**config.mk**
```make
export PLATFORM = sky130hd
export DESIGN_NAME = part_1_init_sync
export DESIGN_NICKNAME = d
export VERILOG_FILES = /design/src/rtl/part_1_init_sync.sv
export SDC_FILE = /design/constraint.sdc
export NUM_CORES = 1
export LEC_CHECK = 0
export CELL_PAD_IN_SITES_DETAIL_PLACEMENT = 0
export CELL_PAD_IN_SITES_GLOBAL_PLACEMENT = 1
export CORE_MARGIN = 2
export CORE_UTILIZATION = 38
export CTS_BUF_LIST = sky130_fd_sc_hd__clkbuf_16
export DETAILED_ROUTE_END_ITERATION = 7
export PLACE_DENSITY_LB_ADDON = 0.1
export SLEW_MARGIN = 30
export SYNTH_ARGS = -nofsm -noshare
export SYNTH_HDL_FRONTEND = slang
export SYNTH_SLANG_ARGS = --single-unit
```
**constraint.sdc**
```tcl
create_clock -name clk_i -period 2.5 [get_ports clk_i]
set_clock_uncertainty 0.2 [all_clocks]
set_input_delay 0.25 -clock clk_i [delete_from_list [all_inputs] [get_ports clk_i]]
set_output_delay 0.25 -clock clk_i [all_outputs]
set_load 0.03 [all_outputs]
```
**src/rtl/part_1_init_sync.sv**
```systemverilog
// Initiator-side co-simulation sync engine: snapshots the three channel vectors on each
// mission-clock rise, freezes the mission clock, streams the vectors and waits for the target reply.
module part_1_init_sync #(
  parameter int N        = 9,
  parameter int WATCHDOG = 10000
) (
  input  logic         clk_i,
  input  logic         rst_i,
  input  logic         clk_0_h,
  input  logic         wen0,
  input  logic         wen1,
  input  logic         wen2,
  input  logic [7:0]   i_data0,
  input  logic [7:0]   i_data1,
  input  logic [7:0]   i_data2,
  output logic         tx_valid,
  input  logic         tx_ready,
  output logic [1:0]   tx_idx,
  output logic [N-1:0] tx_data,
  input  logic         rx_valid,
  input  logic [1:0]   rx_idx,
  input  logic [N-1:0] rx_data,
  output logic         freeze_clk,
  output logic         valid,
  output logic [7:0]   o_data,
  output logic         upd,
  output logic         busy,
  output logic         wdog_err,
  output logic         proto_err,
  output logic         ovr_err
);

  localparam int WW = $clog2(WATCHDOG + 1);
  localparam logic [WW-1:0] WDOG_ONE  = WW'(1);
  localparam logic [WW-1:0] WDOG_LAST = WW'(WATCHDOG - 1);

  typedef enum logic [1:0] {
    IDLE     = 2'd0,
    SEND     = 2'd1,
    WAIT_RSP = 2'd2
  } state_t;

  state_t            state_q, state_d;
  logic              clk_0_h_dly_q, clk_0_h_dly_d;
  logic [2:0][N-1:0] snap_q, snap_d;
  logic [1:0]        idx_q, idx_d;
  logic              tx_valid_q, tx_valid_d;
  logic [N-1:0]      tx_data_q, tx_data_d;
  logic              freeze_q, freeze_d;
  logic              valid_q, valid_d;
  logic [7:0]        o_data_q, o_data_d;
  logic              upd_q, upd_d;
  logic              busy_q, busy_d;
  logic [WW-1:0]     wdog_q, wdog_d;
  logic              wdog_err_q, wdog_err_d;
  logic              proto_err_q, proto_err_d;
  logic              ovr_err_q, ovr_err_d;
  logic              rise_s;

  always_comb begin
    state_d       = state_q;
    clk_0_h_dly_d = clk_0_h;
    snap_d        = snap_q;
    idx_d         = idx_q;
    tx_valid_d    = tx_valid_q;
    tx_data_d     = tx_data_q;
    freeze_d      = freeze_q;
    valid_d       = valid_q;
    o_data_d      = o_data_q;
    upd_d         = 1'b0;
    wdog_d        = wdog_q;
    wdog_err_d    = wdog_err_q;
    proto_err_d   = proto_err_q;
    ovr_err_d     = ovr_err_q;
    rise_s        = clk_0_h & ~clk_0_h_dly_q;

    // A rise that arrives mid-transfer is dropped, not queued.
    if (rise_s && (state_q != IDLE)) begin
      ovr_err_d = 1'b1;
    end else begin
      ovr_err_d = ovr_err_q;
    end

    case (state_q)
      IDLE: begin
        if (rx_valid) begin
          proto_err_d = 1'b1;
        end else begin
          proto_err_d = proto_err_q;
        end
        if (rise_s) begin
          snap_d     = {{wen2, i_data2}, {wen1, i_data1}, {wen0, i_data0}};
          idx_d      = 2'd0;
          tx_valid_d = 1'b1;
          tx_data_d  = {wen0, i_data0};
          freeze_d   = 1'b1;
          state_d    = SEND;
        end else begin
          state_d = IDLE;
        end
      end
      SEND: begin
        if (rx_valid) begin
          proto_err_d = 1'b1;
        end else begin
          proto_err_d = proto_err_q;
        end
        if (tx_ready) begin
          if (idx_q == 2'd2) begin
            idx_d      = 2'd0;
            tx_valid_d = 1'b0;
            tx_data_d  = '0;
            wdog_d     = '0;
            state_d    = WAIT_RSP;
          end else begin
            idx_d = idx_q + 2'd1;
            case (idx_q)
              2'd0:    tx_data_d = snap_q[1];
              default: tx_data_d = snap_q[2];
            endcase
          end
        end else begin
          state_d = SEND;
        end
      end
      WAIT_RSP: begin
        wdog_d = wdog_q + WDOG_ONE;
        // A response in the expiry cycle takes priority over the timeout.
        if (rx_valid && (rx_idx == 2'd3)) begin
          valid_d  = rx_data[N-1];
          o_data_d = rx_data[7:0];
          upd_d    = 1'b1;
          freeze_d = 1'b0;
          state_d  = IDLE;
        end else begin
          if (rx_valid) begin
            proto_err_d = 1'b1;
          end else begin
            proto_err_d = proto_err_q;
          end
          if (wdog_q == WDOG_LAST) begin
            wdog_err_d = 1'b1;
            freeze_d   = 1'b0;
            state_d    = IDLE;
          end else begin
            state_d = WAIT_RSP;
          end
        end
      end
      default: begin
        state_d    = IDLE;
        tx_valid_d = 1'b0;
        freeze_d   = 1'b0;
      end
    endcase

    busy_d = (state_d != IDLE);
  end

  // State and output registers.
  always_ff @(posedge clk_i or posedge rst_i) begin
    if (rst_i) begin
      state_q       <= IDLE;
      clk_0_h_dly_q <= 1'b1;
      snap_q        <= '0;
      idx_q         <= 2'd0;
      tx_valid_q    <= 1'b0;
      tx_data_q     <= '0;
      freeze_q      <= 1'b0;
      valid_q       <= 1'b0;
      o_data_q      <= 8'h00;
      upd_q         <= 1'b0;
      busy_q        <= 1'b0;
      wdog_q        <= '0;
      wdog_err_q    <= 1'b0;
      proto_err_q   <= 1'b0;
      ovr_err_q     <= 1'b0;
    end else begin
      state_q       <= state_d;
      clk_0_h_dly_q <= clk_0_h_dly_d;
      snap_q        <= snap_d;
      idx_q         <= idx_d;
      tx_valid_q    <= tx_valid_d;
      tx_data_q     <= tx_data_d;
      freeze_q      <= freeze_d;
      valid_q       <= valid_d;
      o_data_q      <= o_data_d;
      upd_q         <= upd_d;
      busy_q        <= busy_d;
      wdog_q        <= wdog_d;
      wdog_err_q    <= wdog_err_d;
      proto_err_q   <= proto_err_d;
      ovr_err_q     <= ovr_err_d;
    end
  end

  assign tx_valid   = tx_valid_q;
  assign tx_idx     = idx_q;
  assign tx_data    = tx_data_q;
  assign freeze_clk = freeze_q;
  assign valid      = valid_q;
  assign o_data     = o_data_q;
  assign upd        = upd_q;
  assign busy       = busy_q;
  assign wdog_err   = wdog_err_q;
  assign proto_err  = proto_err_q;
  assign ovr_err    = ovr_err_q;

endmodule

```
* After elaboration in Yosys (flattened, before gate mapping)
Index checks and enable logic that the tools add are counted.
** Storage, ports and cells
- Register bits :: 62
- Output and inout bits :: 27
- Logic and storage cells :: 81
** Cells by class
- Add/sub/neg operators :: 2
- Eq/ne operators :: 10
- Mux-type cells :: 30
- Bitwise gates (word level) :: 5
- Reduce and logical (&&, ||, !) cells :: 18
** Operators with widths (count)
- $mux W9 :: 4
- $mux W14 :: 2
- $pmux W14 S2 :: 1
- $pmux W9 S2 :: 1
- $add A14 B1 Y14 const B :: 1
- $eq A14 B14 Y1 const B :: 1
- $mux W2 :: 7
- $reduce_and A3 Y1 :: 4
- $mux W1 :: 10
- $reduce_bool A2 Y1 :: 5
- $ne A2 B2 Y1 const B :: 4
- $eq A2 B2 Y1 const B :: 3
- $pmux W1 S3 :: 2
- $pmux W2 S3 :: 1
- $reduce_and A2 Y1 :: 3
- $logic_not A2 Y1 :: 2
- $not A1 Y1 :: 4
- $pmux W2 S2 :: 1
- $reduce_and A4 Y1 :: 1
- $ne A3 B3 Y1 const B :: 1
- $add A2 B1 Y2 const B :: 1
- $eq A2 B1 Y1 const B :: 1
- $logic_and A1 B1 Y1 :: 2
- $pmux W1 S2 :: 1
- 2 further kinds :: 2

* Depth between registers and ports, before layout
- Depth after elaboration :: 5
- Mapped depth :: 6

* Worst setup path after synthesis
OpenSTA, ideal clock, no wires.
- Path kind :: register -> register
- Start :: reg state_q[0]
- End :: reg snap_q[11] in the netlist's numbering
- Library setup time :: 125 ps
- Arrival time :: 1402 ps
- Required time :: 2175 ps
- Path slack :: 773 ps
- Stages on the path, launching flop included :: 5
- Period minus slack after synthesis :: 1727 ps
- Path through :: dfrtp_1 > buf_2 > nor4b_4 > buf_2 > mux2_2
** Between the ends
- Cells in the longest elaborated chain, start to end :: 2
** Ends and longest elaborated chain
- start: declaration :: line 43 : state_t state_q, state_d;
- start signal: assignment :: line 179 : state_q <= state_d;
- $logic_not A2 Y1 :: line 84 : case (state_q)
- $reduce_and A2 Y1 (no source line)
- end signal: assignment :: line 181 : snap_q <= snap_d;
- end: declaration :: line 45 : logic [2:0][N-1:0] snap_q, snap_d;
Every way passes these cells.
A chain may end at the register's enable or synchronous reset.

* Worst setup path after layout
- Start :: reg idx_q[0] (netlist: tx_idx[0])
- End :: out tx_idx[0]
** RTL lines
- start: declaration :: line 46 : logic [1:0] idx_q, idx_d;
- start signal: assignment :: line 182 : idx_q <= idx_d;
- end: declaration :: line 18 : output logic [1:0] tx_idx,
No word-level cell between the ends.

==> results.yml <==
final_layout:
  ff_latch_area_um2: 1550
  num-fill-cells: 575
  synthesis_to_finish_area_growth_pct: 41.2
  layout.cells.most_common: "clkdlybuf4s50_1"
  postLayoutCoreUtil_pct: 56.4
  antenna_diode_count: 0
  final_net_count: 349
  fraction_of_final_layout_cells_with_drive_strength_greater_than_1_pct: 18.1
  final_cell_mix: "clkdlybuf4s50_1 (69), dfrtp_1 (61), mux2_2 (27)"
  postLayoutCellArea_um2: 3870
  area_of_the_multi_input_gates_um2: 1110
pwr:
  total_power_mw: 4.74
  cellPowerDensity_nw_per_um2: 1220
  power_leakage_nw: 1.62
  comb_power_share_pct: 35.0
  max-vdd-ir-drop_v: 0.000541
  power.clock.fraction_pct: 27.3
  power_dissipated_by_switching_net_loads_mw: 1.62
  sequentialPowerShare_pct: 37.8
  internal_dissipation_mw: 3.12
  power_switching_share_pct: 34.2
synthesis:
  synth_ff_type: "dfrtp_1"
  netlist_instances: 229
  mappedNetlistNets: 273
  yosys_warnings: 0
  synthesized_area_per_cell_um2: 12.0
  synth_edf_count: 0
  synth-seq-area-share_pct: 56.6
  post-synth-top-area-fraction_pct: 55.7
  yosys.area.top_type: "dfrtp_1"
  ys_seq_elements: 62
  area_contributors_post_synth: "dfrtp_1 (56%), mux2_2 (11%), a221o_1 (3.3%)"
  postSynth.asyncResetShare_pct: 100
  synth.cell_area_um2: 2740
  number_of_distinct_library_cells_after_synthesis: 44
routing:
  first_pass_drt_iterations: 4
  dr.first_iter.drc_count: 71
  num_vias: 2070
  routed_via_density: 5.10
  route.final.wire_length_um: 6030
  mean_routed_wirelength_per_cell_um: 14.8
  ant_nets: 0
  drc: 0
setup_path:
  crit_path_cell_trace: "clkdlybuf4s50_1"
  cpMaxStageDelayCell: "clkdlybuf4s50_1"
  cp-start-kind: "register"
  critical-path-max-stage-delay_ns: 0.78
  crit_required_ns: 2.05
  crit_path_max_fanout: 14
  cp.buffers_inverters: 1
  critical_path.top_delay_family: "buffers and inverters"
  reg2reg_setup_slack_ns: 0.55
  timing_worst_setup_path_type: "register to primary output"
  cp_data_arrival_time_ns: 1.77
  endpoint_kind: "primary output"
sta:
  fin_tns_setup_ns: 0
  tightestPinTransition_ns: 0.539
  slew_hr_pct: 64.1
  achievable-frequency_ghz: 0.450
  final-max-slew-violation-count: 0
  min_cycle_time_layout_ns: 2.22
  final.period_utilization_pct: 88.9
  finalHoldViolCount: 0
  timing.final.setup_violations: 0
  layout_setup_ws_ns: 0.277
  grt_setup_unrepaired: "no"
die:
  initial_utilization_pct: 39.9
  top_level_ports: 70
  die_y_um: 88.9
  placeableCoreArea_um2: 6870
  row_count: 30
  horiz_die_dim_um: 88.9
  floorplan.die_area_um2: 7910
clocking:
  cts.reportedPaths.clkPinSlew_ns: 0.05
  htree_levels: 3
  insertion_delay_ns: 0.32
  cts_setup_buffers: 0
  cts_tree: "done"
  clkSinkCount: 62
  ctsRootBufferMaster: "clkbuf_16"
  hold_fix_buffers_at_cts: 0
  clock_tree.buffer_depth: 2
  cts_buffers: 9
  post_cts.resized_instances: 0
global_routing:
  grtUsageTotal_pct: 16.2
  grt_first_pass_wirelength_um: 9740
  first_global_vias: 2029
  grt_max_degree: 44
  grt.overflow.total: 0
  initial_antenna_violation_count: 0
job:
  max_cap_viol_count: 0
placed_design:
  place_hpwl_um: 4220
  place_worst_setup_slack_ns: 0.528
  place_area_um2: 3560
  place.gp.congestion: 0.727
  port_buffers: 69
min_path:
  hold_path.class: "primary input to async pin"
status:
  outcome: "completed"
final timing paths:
kind	startpoint	to	cells after the start
max in group asynchronous	rst_i	clk_0_h_dly_q	3
setup reg to reg	state_q[0]	wdog_q[11]	5
setup / recovery	tx_idx[0]	tx_idx[0]	1
hold / removal	rst_i	o_data[1]	2
min in group clk_i	clk_0_h	clk_0_h_dly_q	1
hold reg to reg	proto_err	proto_err	1
state kept, by name (all words and copies together), names as in the netlist:
name / flops
snap_q: 18
wdog_q: 14
tx_data: 9
o_data: 8
state_q: 2
tx_idx: 2
busy: 1
clk_0_h_dly_q: 1
freeze_clk: 1
ovr_err: 1
proto_err: 1
tx_valid: 1
upd: 1
valid: 1
wdog_err: 1
cell type report:
cell class	count	area share, %
sequential	62	40.1
multi-input combinational	152	28.7
timing repair buffer	76	19.5
inverter	4	0.388
clock buffer	9	5.82
clock inverter	7	2.33
tap	96	3.10
metal layers:
layer | vias to the layer above | GRT usage [%] | part of all wire, % | wire length (um)
met5 | - | 0 | 0 | 0
met3 | 6 | 4.80 | 6.6 | 399
met2 | 66 | 23.2 | 45 | 2690
li1 | 988 | - | - | -
met1 | 1010 | 23.3 | 48 | 2880
met4 | 0 | 5.83 | 0.95 | 57
cells in the mapped netlist (all sizes together) (2+ instances only):
cell	n
dfrtp	61
mux2	27
nand2	22
nand3	15
a21oi	13
nor2	11
a221o	9
buf	9
nand4	8
o21ai	6
inv	4
nand2b	3
o21bai	3
or3	3
xnor2	3
xor2	3
a21o	2
and2	2
clkbuf	2
nor3	2
nor4	2
nor4b	2
o31ai	2
power groups by stage:
stage / Sequential [mW] / Clock [mW] / Combinational [mW]
global route: 1.86 / 1.36 / 1.79
floorplan: 2.00 / 0 / 0.824
CTS: 1.80 / 1.32 / 1.67
global placement: 1.80 / 0 / 1.65
detailed placement: 1.80 / 0 / 1.67
finish: 1.79 / 1.29 / 1.66
cell families after synthesis:
family / share of synthesized area [%]
compound gates: 9.77
xor+xnor: 1.92
fa+ha+maj: 0.456
buf+inv: 2.78
flops: 56.6
mux: 11.5
simple gates: 17.0
stage by stage:
stage / instances / hold WS (ns)
after floorplan: 229 / 0.0545
after global placement: 390 / 0.239
after detailed placement: 390 / 0.244
after CTS: 406 / 0.0667
after global routing: 406 / 0.0918
final: 406 / 0.0558
Power figures use the tool's default switching activity.
